## src/rtl/led_pattern_gen_if.sv

```systemverilog
// Configuration write port of the LED pattern generator.
// The master drives single-cycle channel writes; the generator is the slave.
interface led_pattern_gen_if #(
    parameter int CH_W = 2
) ();
    logic            cfg_we;
    logic [CH_W-1:0] cfg_ch;
    logic [1:0]      cfg_mode;
    logic [7:0]      cfg_param;

    modport master (
        output cfg_we,
        output cfg_ch,
        output cfg_mode,
        output cfg_param
    );

    modport slave (
        input cfg_we,
        input cfg_ch,
        input cfg_mode,
        input cfg_param
    );
endinterface

```

## src/rtl/led_pattern_gen.sv

```systemverilog
// Multi-channel LED pattern generator: OFF, PWM, BLINK and BREATHE per channel.
// One shared prescaler tick and one free-running 8-bit PWM counter.
module led_pattern_gen #(
    parameter int NUM_CH   = 3,
    parameter int TICK_DIV = 12000000,
    parameter int CH_W     = (NUM_CH > 1) ? $clog2(NUM_CH) : 1
) (
    input  logic              clk,
    input  logic              reset,
    led_pattern_gen_if.slave  cfg,
    output logic              tick,
    output logic [NUM_CH-1:0] led
);
    localparam int PW = $clog2(TICK_DIV);
    localparam logic [PW-1:0] PRE_LAST = PW'(TICK_DIV - 1);

    typedef enum logic [1:0] {
        M_OFF     = 2'b00,
        M_PWM     = 2'b01,
        M_BLINK   = 2'b10,
        M_BREATHE = 2'b11
    } mode_e;

    logic [PW-1:0]     pre_q, pre_d;
    logic              tick_q, tick_d;
    logic [7:0]        pwm_q, pwm_d;
    logic [NUM_CH-1:0] led_q, led_d;

    mode_e      mode_q   [NUM_CH];
    mode_e      mode_d   [NUM_CH];
    logic [7:0] param_q  [NUM_CH];
    logic [7:0] param_d  [NUM_CH];
    logic [7:0] tcnt_q   [NUM_CH];
    logic [7:0] tcnt_d   [NUM_CH];
    logic       bstate_q [NUM_CH];
    logic       bstate_d [NUM_CH];
    logic [7:0] duty_q   [NUM_CH];
    logic [7:0] duty_d   [NUM_CH];
    logic       dir_q    [NUM_CH];
    logic       dir_d    [NUM_CH];

    logic [CH_W-1:0] wr_ch;
    logic [8:0]      bsum;

    assign wr_ch = cfg.cfg_ch;

    function automatic logic pwm_on(input logic [7:0] d,
                                    input logic [7:0] c);
        return (d == 8'hFF) || (c < d);
    endfunction

    always_comb begin
        pre_d  = (pre_q == PRE_LAST) ? '0 : pre_q + 1'b1;
        tick_d = (pre_q == PRE_LAST);
        pwm_d  = pwm_q + 8'd1;
        led_d  = '0;
        bsum   = '0;
        for (int i = 0; i < NUM_CH; i++) begin
            mode_d[i]   = mode_q[i];
            param_d[i]  = param_q[i];
            tcnt_d[i]   = tcnt_q[i];
            bstate_d[i] = bstate_q[i];
            duty_d[i]   = duty_q[i];
            dir_d[i]    = dir_q[i];

            if (tick_q) begin
                unique case (mode_q[i])
                    M_BLINK: begin
                        if (tcnt_q[i] == param_q[i]) begin
                            bstate_d[i] = ~bstate_q[i];
                            tcnt_d[i]   = '0;
                        end else begin
                            tcnt_d[i] = tcnt_q[i] + 8'd1;
                        end
                    end
                    M_BREATHE: begin
                        bsum = {1'b0, duty_q[i]} + {1'b0, param_q[i]};
                        // dir_q = 1 means ramping down
                        if (!dir_q[i]) begin
                            if (bsum >= 9'd255) begin
                                duty_d[i] = 8'hFF;
                                dir_d[i]  = 1'b1;
                            end else begin
                                duty_d[i] = bsum[7:0];
                            end
                        end else if (duty_q[i] <= param_q[i]) begin
                            duty_d[i] = '0;
                            dir_d[i]  = 1'b0;
                        end else begin
                            duty_d[i] = duty_q[i] - param_q[i];
                        end
                    end
                    default: ;
                endcase
            end

            // A write beats a coincident tick on the same channel
            if (cfg.cfg_we && int'(wr_ch) == i) begin
                mode_d[i]   = mode_e'(cfg.cfg_mode);
                param_d[i]  = cfg.cfg_param;
                tcnt_d[i]   = '0;
                bstate_d[i] = 1'b1;
                duty_d[i]   = '0;
                dir_d[i]    = 1'b0;
            end

            unique case (mode_q[i])
                M_OFF:     led_d[i] = 1'b0;
                M_PWM:     led_d[i] = pwm_on(param_q[i], pwm_q);
                M_BLINK:   led_d[i] = bstate_q[i];
                M_BREATHE: led_d[i] = pwm_on(duty_q[i], pwm_q);
                default:   led_d[i] = 1'b0;
            endcase
        end
    end

    always_ff @(posedge clk) begin
        if (reset) begin
            pre_q  <= '0;
            tick_q <= 1'b0;
            pwm_q  <= '0;
            led_q  <= '0;
            for (int i = 0; i < NUM_CH; i++) begin
                mode_q[i]   <= M_OFF;
                param_q[i]  <= '0;
                tcnt_q[i]   <= '0;
                bstate_q[i] <= 1'b1;
                duty_q[i]   <= '0;
                dir_q[i]    <= 1'b0;
            end
        end else begin
            pre_q    <= pre_d;
            tick_q   <= tick_d;
            pwm_q    <= pwm_d;
            led_q    <= led_d;
            mode_q   <= mode_d;
            param_q  <= param_d;
            tcnt_q   <= tcnt_d;
            bstate_q <= bstate_d;
            duty_q   <= duty_d;
            dir_q    <= dir_d;
        end
    end

    assign tick = tick_q;
    assign led  = led_q;
endmodule

```

## src/flat_wrapper.sv

```systemverilog
// flat-port wrapper written by rule: the top's interface ports become plain ports
module led_pattern_gen_flat 
#(
    parameter int NUM_CH   = 3,
    parameter int TICK_DIV = 12000000,
    parameter int CH_W     = (NUM_CH > 1) ? $clog2(NUM_CH) : 1
)
  (clk, reset, tick, led, cfg_cfg_we, cfg_cfg_ch, cfg_cfg_mode, cfg_cfg_param);
  led_pattern_gen_if #(.CH_W(CH_W)) cfg_i ();
  input  logic clk;
  input  logic reset;
  output logic tick;
  output logic [NUM_CH-1:0] led;
  input wire logic [$bits(cfg_i.cfg_we)-1:0] cfg_cfg_we;
  input wire logic [$bits(cfg_i.cfg_ch)-1:0] cfg_cfg_ch;
  input wire logic [$bits(cfg_i.cfg_mode)-1:0] cfg_cfg_mode;
  input wire logic [$bits(cfg_i.cfg_param)-1:0] cfg_cfg_param;
  assign cfg_i.cfg_we = cfg_cfg_we;
  assign cfg_i.cfg_ch = cfg_cfg_ch;
  assign cfg_i.cfg_mode = cfg_cfg_mode;
  assign cfg_i.cfg_param = cfg_cfg_param;
  led_pattern_gen #(.NUM_CH(NUM_CH), .TICK_DIV(TICK_DIV), .CH_W(CH_W)) u_core (.clk(clk), .reset(reset), .cfg(cfg_i), .tick(tick), .led(led));
endmodule
```

## config.mk

```make
export PLATFORM = sky130hd
export DESIGN_NAME = led_pattern_gen_flat
export DESIGN_NICKNAME = d
export VERILOG_FILES = /design/src/rtl/led_pattern_gen_if.sv /design/src/rtl/led_pattern_gen.sv /design/src/flat_wrapper.sv
export SDC_FILE = /design/constraint.sdc
export NUM_CORES = 1
export LEC_CHECK = 0
export CAP_MARGIN = 20
export CORE_MARGIN = 10
export CORE_UTILIZATION = 29
export DETAILED_ROUTE_END_ITERATION = 8
export PLACE_DENSITY = 0.51
export SLEW_MARGIN = 20
export SYNTH_ARGS = -nofsm -noshare
export SYNTH_HDL_FRONTEND = slang
export SYNTH_SLANG_ARGS = --single-unit
```

## constraint.sdc

```tcl
create_clock -name clk -period 7 [get_ports clk]
set_input_delay 1.05 -clock clk [delete_from_list [all_inputs] [get_ports clk]]
set_output_delay 1.05 -clock clk [all_outputs]
set_load 0.005 [all_outputs]
```

# Word-level counts from Yosys, hierarchy flattened
# Cells that the tools add are included.
# op_classes
order_cmp,12
n_eq_ne,21
muxes,24
n_reduce_logical,26
bitwise,3
add_sub_neg,11
# op_table
op,n
2-to-1 mux 8 bit,12
"equality test 8 bit, second input constant",6
less-than comparator 8 bit,6
"adder 8 x 1 -> 8 bit, second input constant",4
adder 8 x 8 -> 9 bit,3
">= comparator 9 x 8 -> 1 bit, second input constant",3
"adder 24 x 1 -> 24 bit, second input constant",1
"equality test 24 bit, second input constant",1
equality test 8 bit,3
less-or-equal comparator 8 bit,3
subtractor 8 bit,3
"equality test 2 bit, second input constant",8
one-hot mux 1 bit (4 select lines),3
AND reduction 2 bit,6
2-to-1 mux 1 bit,9
AND reduction 3 bit,3
logical NOT 2 bit,4
OR reduction 2 bit,4
"equality test 2 x 1 -> 1 bit, second input constant",3
logical OR 1 bit,6
logical AND 1 bit,3
NOT 1 bit,3
# word_totals
out_inout_bits,4
input_bits,15
regBits,120

# Longest topological paths before layout
# Gate-level depths: netlist (run 1).
# logic_depth
ltp_word,4
mapped_depth,11

# Worst setup path after synthesis (run 1)
# Ideal clock, no wire load.
# synth_path
kind,register to register
startpoint,register u_core.param_q[8] (netlist bit)
endpoint,register u_core.dir_q[1] (netlist bit)
arrival_time_ps,2518
synth_period_minus_slack_ps,2592
path_slack_ps,4408
setup_ps,74
required_time_ps,6926
path_stages_with_launch,10
path_cell_list,dfxtp_1 ha_1 fa_1 nor2b_2 nor2_1 o21bai_2 xnor2_1 or4_1 or4_1 a31oi_1
# synth_between
elab_chain_len,4
elab_cells_between_ends,6
# synth_rtl
element,line_no,text
"start, declared",led_pattern_gen.sv:31,logic [7:0] param_q [NUM_CH];
"start signal, assigned",led_pattern_gen.sv:137,param_q <= param_d;
adder 8 x 8 -> 9 bit,led_pattern_gen.sv:77,"bsum = {1'b0, duty_q[i]} + {1'b0, param_q[i]};"
>= comparator 9 x 8 -> 1 bit,led_pattern_gen.sv:80,if (bsum >= 9'd255) begin
2-to-1 mux 1 bit,led_pattern_gen.sv:80,
2-to-1 mux 1 bit *,led_pattern_gen.sv:79,if (!dir_q[i]) begin
"end signal, assigned",led_pattern_gen.sv:141,dir_q <= dir_d;
"end, declared",led_pattern_gen.sv:39,logic dir_q [NUM_CH];
# Every way passes the cells marked *; elsewhere a longest branch is shown, timed or not.
# A chain may end at the register's enable or synchronous reset.

# Worst setup path after layout (run 1)
# layout_path
startpoint,input cfg_cfg_ch[1]
endpoint,register u_core.tcnt_q[13] (netlist bit)
# layout_between
elab_chain_len,3
# layout_rtl
element,line_no,text
"start, declared",flat_wrapper.sv:15,input wire logic [$bits(cfg_i.cfg_ch)-1:0] cfg_cfg_ch;
equality test 2 bit,led_pattern_gen.sv:98,if (cfg.cfg_we && int'(wr_ch) == i) begin
logical AND 1 bit,led_pattern_gen.sv:98,
OR reduction 2 bit (no source line),--,
"end signal, assigned",led_pattern_gen.sv:138,tcnt_q <= tcnt_d;
"end, declared",led_pattern_gen.sv:33,logic [7:0] tcnt_q [NUM_CH];
# Every way passes these cells.

==> metrics, run 1 <==
min Tclk post-route 3010 ps; CP Class in -> reg; maximum clock path buffer count 2; Final setup violation count 0; placed cell count 1,399; first-pass GRT wire length 36,510 um; share of cells above drive strength 1 0.04585; TritonCTS clock tree done; # diodes 0; Final Non-Filler Cells 1,431; post-synthesis xor/xnor area fraction 0.1070; hold buffer count at cts 0; row cnt 62; Clock Skews 9.760 ps; H-tree Lvls 4; Area after DPL approximately 8900 sq um; WL/cell 15.41 um; critical path launch point type input pin; period utilization 0.4299; setup bufs post-CTS 0; Yosys top cell area share 0.2878; Leak 0.003770 uW; Synth Area in Adders 0.1568; area grow syn2layout 13.20%; routability cong. between 0.8 and 0.9; leading area contributor after synthesis dfxtp_1; RR Endpoint u_core.dir_q[0]; Post-synth EDFFs 0; vias per cell 4.955; R2R depth 9; final worst slack about 4000 ps; post-synthesis compound-gate area fraction 0.1575; status finished clean; Die Span Y about 190 um; Slew headroom 0.4132; pin count of the biggest net entering global routing 50; TNS Setup 0 ps; starting density of the core 0.2924; CP Capture Type register; Slew @ Worst Pin 880.3 ps; IO Pins 19; Arrival @ worst endpoint between 3000 and 4000 ps; grt ovf 0; DRT antenna net count 0; reg-to-reg critical path startpoint u_core.param_q[2]; die width 189.7 um; clock root buffer master clkbuf_16; Max FO, Critical Path 11; Mapped Cells 1,028; Fillers approximately 3,100; Synth area leaders dfxtp_1 (29%), ha_1 (14%), nor2_1 (6.7%); Worst Setup EP u_core.tcnt_q[13]; PD cells 180.5 nW/um^2; Max Fclk roughly 0.33 GHz; post-CTS sizing 0; FFs w/ async S/R, synth 0; Hold/Removal Path Class reg -> reg; Vias approximately 7,000; CTS buffer count 17; die area roughly 36,000 sq um; Ys Warns 0; post-synth cell types 66; I/O Buffers 18; post-synthesis mux area share 0.02173; largest family of logic cells by synthesized area simple AND/OR/NAND/NOR gates; Avg Synthesized Cell Area 8.121 sq um; Clock Sink Count 120; fin. max-slew vios 0; Worst EP required 7350 ps; CP Launch Point cfg_cfg_ch[1]; Net Count, Synth roughly 1,100; initial antenna violation count 0; DRT Wirelength 22,060 um; Max-Cap Viols 0; Worst-path clk slew 60 ps; register area share after synthesis 0.2878; post-place setup slack 3579 ps; DRT Pass-1 Iters 5; Nets between 1,000 and 1,500; peak supply drop about 0.16 mV; DR DRC count 0; RSZ-0062 raised after global routing false; Final Hold Violating Endpoints 0; Post-Syn Area approximately 8300 sq um; most common cell in the synthesized netlist nor2_1; Seq cells post-synth 120; Simple-Gate Fraction of Synth Area 0.2251; core area about 29,000 sq um; worst-skew pair later-pin latency 420 ps; top cells by count, synth nor2_1 (149), dfxtp_1 (120), ha_1 (95), nand2_1 (71); Tot GR Track Use 0.1239; Initial DRC Count 456; Post-synth top flop dfxtp_1; Design Power ~1700 uW; vias in the first global route 6,832; Finished Cell Area 9450 sq um; register-to-register setup slack 4090 ps; Post-DP HPWL 16,540 um
-- routing by layer --
layer	routed length, um	GRT usage	part of all wire
met5	0	0	0
met1	11400	0.1772	0.52
met3	828	0.02398	0.038
met4	225	0.03144	0.010
met2	9596	0.1860	0.44
-- cell families after synthesis --
logic type      Yosys count
compound gates          203
mux                      18
buf+inv                  95
simple gates            389
flops                   120
fa+ha+maj               101
xor+xnor                102
-- metrics by stage --
| step | utilization | hold slack (ps) |
|---|---|---|
| 2_1_floorplan | - | 437.8 |
| 3_3_place_gp | 0.3115 | 455.8 |
| 3_5_place_dp | 0.3115 | 466.1 |
| 4_1_cts | 0.3310 | 480.7 |
| 5_1_grt | 0.3310 | 516.2 |
| 6_report | 0.3310 | 481.9 |
-- cells in the final DEF (no fill, tap or decap), types with 6 or more instances in the layout --
| cell type | instances |
|---|---|
| nor2_1 | 149 |
| dfxtp_1 | 120 |
| ha_1 | 95 |
| nand2_1 | 71 |
| inv_1 | 61 |
| a21oi_1 | 61 |
| xor2_1 | 51 |
| xnor2_1 | 51 |
| o21ai_0 | 37 |
| nand4_1 | 35 |
| nand3_1 | 24 |
| nor3_1 | 20 |
| and3_1 | 18 |
| nand2b_1 | 17 |
| mux2i_1 | 17 |
| clkbuf_16 | 17 |
| clkdlybuf4s50_1 | 17 |
| nor2b_1 | 16 |
| a211oi_1 | 13 |
| a21o_1 | 13 |
| a31oi_1 | 12 |
| o21a_1 | 11 |
| o211ai_1 | 8 |
| or4_1 | 7 |
| and4_1 | 6 |
| a2111oi_0 | 6 |
| fa_1 | 6 |
| clkinv_2 | 6 |
-- worst max-delay path, cell delays in order --
cell	delay, ps
clkdlybuf4s50_1	500
nand3b_1	530
nor2b_1	700
nand2_1	380
nor2_1	180
-- flip-flops by register name (all words and copies together) (netlist names) --
signal,count
u_core.bstate_q,3
u_core.dir_q,3
u_core.mode_q,6
u_core.pre_q,24
u_core.param_q,24
u_core.duty_q,24
u_core.tick,1
u_core.tcnt_q,24
u_core.pwm_q,8
u_core.led,3
-- power breakdown --
part | switching, uW | internal, uW | total (uW)
combinational | 92.0 | 70.2 | 162
sequential | 18.3 | 693 | 711
clock | 328 | 504 | 833
-- final cells by class --
cell class	instances	area, sq um	area share
clock buffer	20	456.7	0.04833
clock inverter	12	101.3	0.01072
inverter	61	229.0	0.02423
multi-input combinational	813	5583	0.5908
sequential	120	2402	0.2542
tap	384	480.5	0.05084
timing repair buffer	21	197.7	0.02092
-- how the worst min path moves through the flow --
stage	start	endpoint	slack, ps	cells past startpoint
after detailed placement	u_core.pre_q[0]	u_core.pre_q[0]	470	1
after global placement	u_core.pre_q[0]	u_core.pre_q[0]	460	1
after floorplan	u_core.pre_q[0]	u_core.pre_q[0]	440	1
after global routing	u_core.pre_q[0]	u_core.pre_q[0]	520	1
final	u_core.pre_q[0]	u_core.pre_q[0]	480	1
after CTS	u_core.pre_q[0]	u_core.pre_q[0]	480	1
Note: power is estimated with default switching activity, not from simulation.
==> run 2, diff against run 1 <==
--- a/config.mk
+++ b/config.mk
@@ -9,7 +9,7 @@
 export CORE_MARGIN = 10
 export CORE_UTILIZATION = 29
 export DETAILED_ROUTE_END_ITERATION = 8
-export PLACE_DENSITY = 0.51
+export PLACE_DENSITY = 0.53
 export SLEW_MARGIN = 20
 export SYNTH_ARGS = -nofsm -noshare
 export SYNTH_HDL_FRONTEND = slang
==> constraint.sdc (replaced) <==
create_clock -name clk -period 2.4 [get_ports clk]
set_input_delay 0.36 -clock clk [delete_from_list [all_inputs] [get_ports clk]]
set_output_delay 0.36 -clock clk [all_outputs]
set_load 0.005 [all_outputs]
==> metrics, run 2 (synthesis results as in run 1) <==
status finished with violations; failing checks negative setup slack; commonest non-fill, non-tap cell in the layout nor2_1; Worst EP required ~2800 ps; final worst slack -119.4 ps; Leak 0.004377 uW; Slew headroom 0.5035; core area 28,550 sq um; WP buf/inv 0; CP Class reg -> reg; IO Pins 19; row cnt just over 60; clock root buffer master clkbuf_16; Largest delay share family, worst path simple AND/OR/NAND/NOR gates; CP Cell Sequence ha_4, fa_2, nor2b_4, nor2_2, o21bai_2, xnor2_1, or4_1, or4_4, a31oi_1; Hold/Removal Path Class in -> reg; TritonCTS clock tree done; H-tree Lvls 4; Max Fclk 0.3969 GHz; fin. max-slew vios 0; DRT Wirelength 23,440 um; vias in the first global route about 7,300; Clock Skews 8.837 ps; slowest stage delay, CP 520 ps; hold buffer count at cts 0; share of cells above drive strength 1 0.1835; routability cong. 0.8498; Max-Cap Viols 0; fin util 0.3719; worst-skew pair later-pin latency 420 ps; critical path launch point type register; die area between 30,000 and 40,000 sq um; grt ovf 0; Final setup violation count 2; RSZ-0062 raised after global routing true; min Tclk post-route 2519 ps; maximum clock path buffer count 2; Arrival @ worst endpoint approximately 2900 ps; Post-DP HPWL between 15,000 and 20,000 um; Fillers 3,001; period utilization 1.050; post-place setup slack -237.5 ps; vias per cell approximately 4.9; pin count of the biggest net entering global routing 24; most frequent cells in the layout nor2_1 (147), buf_4 (117), dfxtp_1 (110); CP Capture Type register; Die Span Y about 190 um; die width 189.7 um; Clock Sink Count 120; Tot GR Track Use 0.1298; Initial DRC Count between 400 and 500; Vias 7,561; Hold Slack 322.9 ps; slowest CP cell or4_4; starting density of the core 0.2924; # diodes 0; Worst-path clk slew 60 ps; Final Hold Violating Endpoints 0; I/O Buffers 18; DR DRC count 0; PD cells 494.9 nW/um^2; Nets 1,264; DRT Pass-1 Iters 5; initial antenna violation count 0; WL/cell between 15 and 20 um; first-pass GRT wire length 38,130 um; Max FO, Critical Path 2; area grow syn2layout 27.17%; CTS buffer count 17; peak supply drop between 0.3 and 0.4 mV; Slew @ Worst Pin ~740 ps; DRT antenna net count 0
[run 2: cell type report]
class	instances	area [sq um]	share of cell area
clock buffers	19	452.9	0.04266
inverters	61	229.0	0.02157
repair buffers	135	1054	0.09923
flip-flops and latches	120	2417	0.2277
clock inverters	13	143.9	0.01355
well taps	384	480.5	0.04526
multi-input cells	813	5839	0.5500
[run 2: repair_timing]
action	in CTS	in global routing
pin swaps	4	11
resized for setup	16	44
buffers inserted	1	1
setup endpoints to repair	11	27
[run 2: worst paths after layout]
| check | from | end | slack, ps | cells after the start |
|---|---|---|---|---|
| min | reset | u_core.pwm_q[6] | 320 | 2 |
| min reg2reg | u_core.pre_q[0] | u_core.pre_q[0] | 470 | 1 |
| max | u_core.param_q[8] | u_core.dir_q[1] | -120 | 9 |
| max reg2reg | u_core.param_q[8] | u_core.dir_q[1] | -120 | 9 |
[run 2: routing by layer]
metal  GRT usage  wire length (um)  vias up
met5           0                 0        -
met4     0.03571               256        0
met3     0.01886               877       20
met2      0.2160             11190      112
met1      0.1715             11110     3581
li1            -                 -     3848
[run 2: report_power, final]
group / leakage (uW) / switching (uW) / internal, uW / total [uW]
logic: 0.00312 / 333 / 292 / 625
registers: 0.000975 / 29.2 / 2020 / 2050
clock network: 0.000282 / 990 / 1590 / 2580
total: 0.00438 / 1350 / 3900 / 5250
[run 2: through the flow]
| step | std cells | total power (uW) | cell area, sq um | setup TNS, ps |
|---|---|---|---|---|
| after global placement | 1511 | 2673 | 9758 | -874.7 |
| after detailed placement | 1511 | 2676 | 9758 | -964.6 |
| after CTS | 1544 | 5291 | 10430 | -199.7 |
| final | 1545 | 5254 | 10620 | -217.5 |
| after floorplan | 1028 | 2436 | 8373 | -189.9 |
| after global routing | 1545 | 5461 | 10620 | -432.4 |
==> run 3, diff against run 2 <==
--- a/config.mk
+++ b/config.mk
@@ -10,6 +10,7 @@
 export CORE_UTILIZATION = 29
 export DETAILED_ROUTE_END_ITERATION = 8
 export PLACE_DENSITY = 0.53
+export SKIP_CTS_REPAIR_TIMING = 1
 export SLEW_MARGIN = 20
 export SYNTH_ARGS = -nofsm -noshare
 export SYNTH_HDL_FRONTEND = slang
==> metrics, run 3 (synthesis results as in run 1) <==
vias in the first global route 7,295; DRT Wirelength 23,470 um; CP Class reg -> reg; DRT Pass-1 Iters 7; grt ovf 0; Arrival @ worst endpoint 2880 ps; footprint of the multi-input gates between 5000 and 6000 sq um; row cnt 62; failing checks negative setup slack; die area 35,970 sq um; final worst slack -139.2 ps; Slew @ Worst Pin approximately 740 ps; Vias between 7,000 and 8,000; min Tclk post-route 2539 ps; Final setup violation count 2; TritonCTS clock tree done; Worst-path clk slew about 60 ps; area grow syn2layout 27.04%; period utilization 1.058; Design Power approximately 5200 uW; Worst EP required between 2000 and 3000 ps; DRT antenna net count 0; core area 28,550 sq um; Max FO, Critical Path 2; Hold Slack between 300 and 400 ps; Leak around 0.0044 uW; die width 189.7 um; starting density of the core 0.2924; Fillers 2,998; Tot GR Track Use 0.1292; status finished with violations; Max-Cap Viols 0; CP Capture Type register; Nets 1,264; Area after DPL 9758 sq um; IO Pins 19; DR DRC count 0; share of cells above drive strength 1 0.1817; routability cong. 0.8498; CP Cell Sequence ha_4, fa_2, nor2b_4, nor2_2, o21bai_2, xnor2_1, or4_1, or4_4, a31oi_1; most frequent cells in the layout nor2_1 (147), buf_4 (117), dfxtp_1 (111); Final Hold Violating Endpoints 0; maximum clock path buffer count 2; initial antenna violation count 0; Clock Skews a little under 9 ps; PD cells 494.6 nW/um^2; slowest stage delay, CP 520 ps; WL/cell 15.19 um; clock root buffer master clkbuf_16; TNS Setup -257.2 ps; pin count of the biggest net entering global routing 24; peak supply drop 0.3930 mV; vias per cell 4.892; slowest CP cell or4_4; I/O Buffers 18; Post-DP HPWL 18,300 um; Initial DRC Count 413; # diodes 0; Finished Cell Area 10,610 sq um; FF+latch area 2416 sq um; Max Fclk 0.3938 GHz; RSZ-0062 raised after global routing true; Clock Sink Count 120; Hold/Removal Path Class in -> reg; H-tree Lvls 4; first-pass GRT wire length 37,920 um; Die Span Y 189.7 um; commonest non-fill, non-tap cell in the layout nor2_1; fin. max-slew vios 0; CTS buffer count 17; critical path launch point type register; Slew headroom 0.5054; worst-skew pair later-pin latency 420 ps
-- run 3: metal layers --
| layer | global-route usage | vias up | part of all wire | routed length (um) |
|---|---|---|---|---|
| met4 | 0.03571 | 0 | 0.013 | 303 |
| met1 | 0.1712 | 3577 | 0.48 | 11360 |
| met2 | 0.2139 | 112 | 0.48 | 11160 |
| met3 | 0.01886 | 25 | 0.028 | 646 |
| li1 | - | 3844 | - | - |
| met5 | 0 | - | 0 | 0 |
-- run 3: layout make-up --
cell class / count / share of cell area
Multi-Input combinational cell: 813 / 0.5497
Clock buffer: 19 / 0.04271
Timing Repair Buffer: 135 / 0.09934
Tap cell: 384 / 0.04530
Inverter: 61 / 0.02159
Clock inverter: 13 / 0.01357
Sequential cell: 120 / 0.2278
-- run 3: final timing paths --
path | slack, ps | to | start | depth (start not counted)
min reg2reg | 480 | u_core.pre_q[0] | u_core.pre_q[0] | 1
max reg2reg | -140 | u_core.dir_q[1] | u_core.param_q[8] | 9
min | 330 | u_core.pwm_q[6] | reset | 2
max | -140 | u_core.dir_q[1] | u_core.param_q[8] | 9
-- run 3: power by group --
part	total (uW)	switching, uW	internal, uW	leakage [uW]
clock network	2580	986	1590	0.000282
registers	2050	29.4	2020	0.000975
logic	620	332	287	0.00312
total	5250	1350	3900	0.00437
-- run 3: through the flow --
step / worst slack, ps / cells / util
2_1_floorplan: -111.3 / 1028 / -
3_3_place_gp: -302.7 / 1511 / 0.3418
3_5_place_dp: -237.5 / 1511 / 0.3418
4_1_cts: -248.9 / 1543 / 0.3627
5_1_grt: -213.0 / 1545 / 0.3715
6_report: -139.2 / 1545 / 0.3715
-- run 3: critical path, delay by kind of cell, from the launching register on --
| kind | cells | cell delay (ps) |
|---|---|---|
| simple gates | 4 | 1240 |
| flops | 1 | 350 |
| compound gates | 2 | 230 |
| fa+ha+maj | 2 | 520 |
| xor+xnor | 1 | 140 |
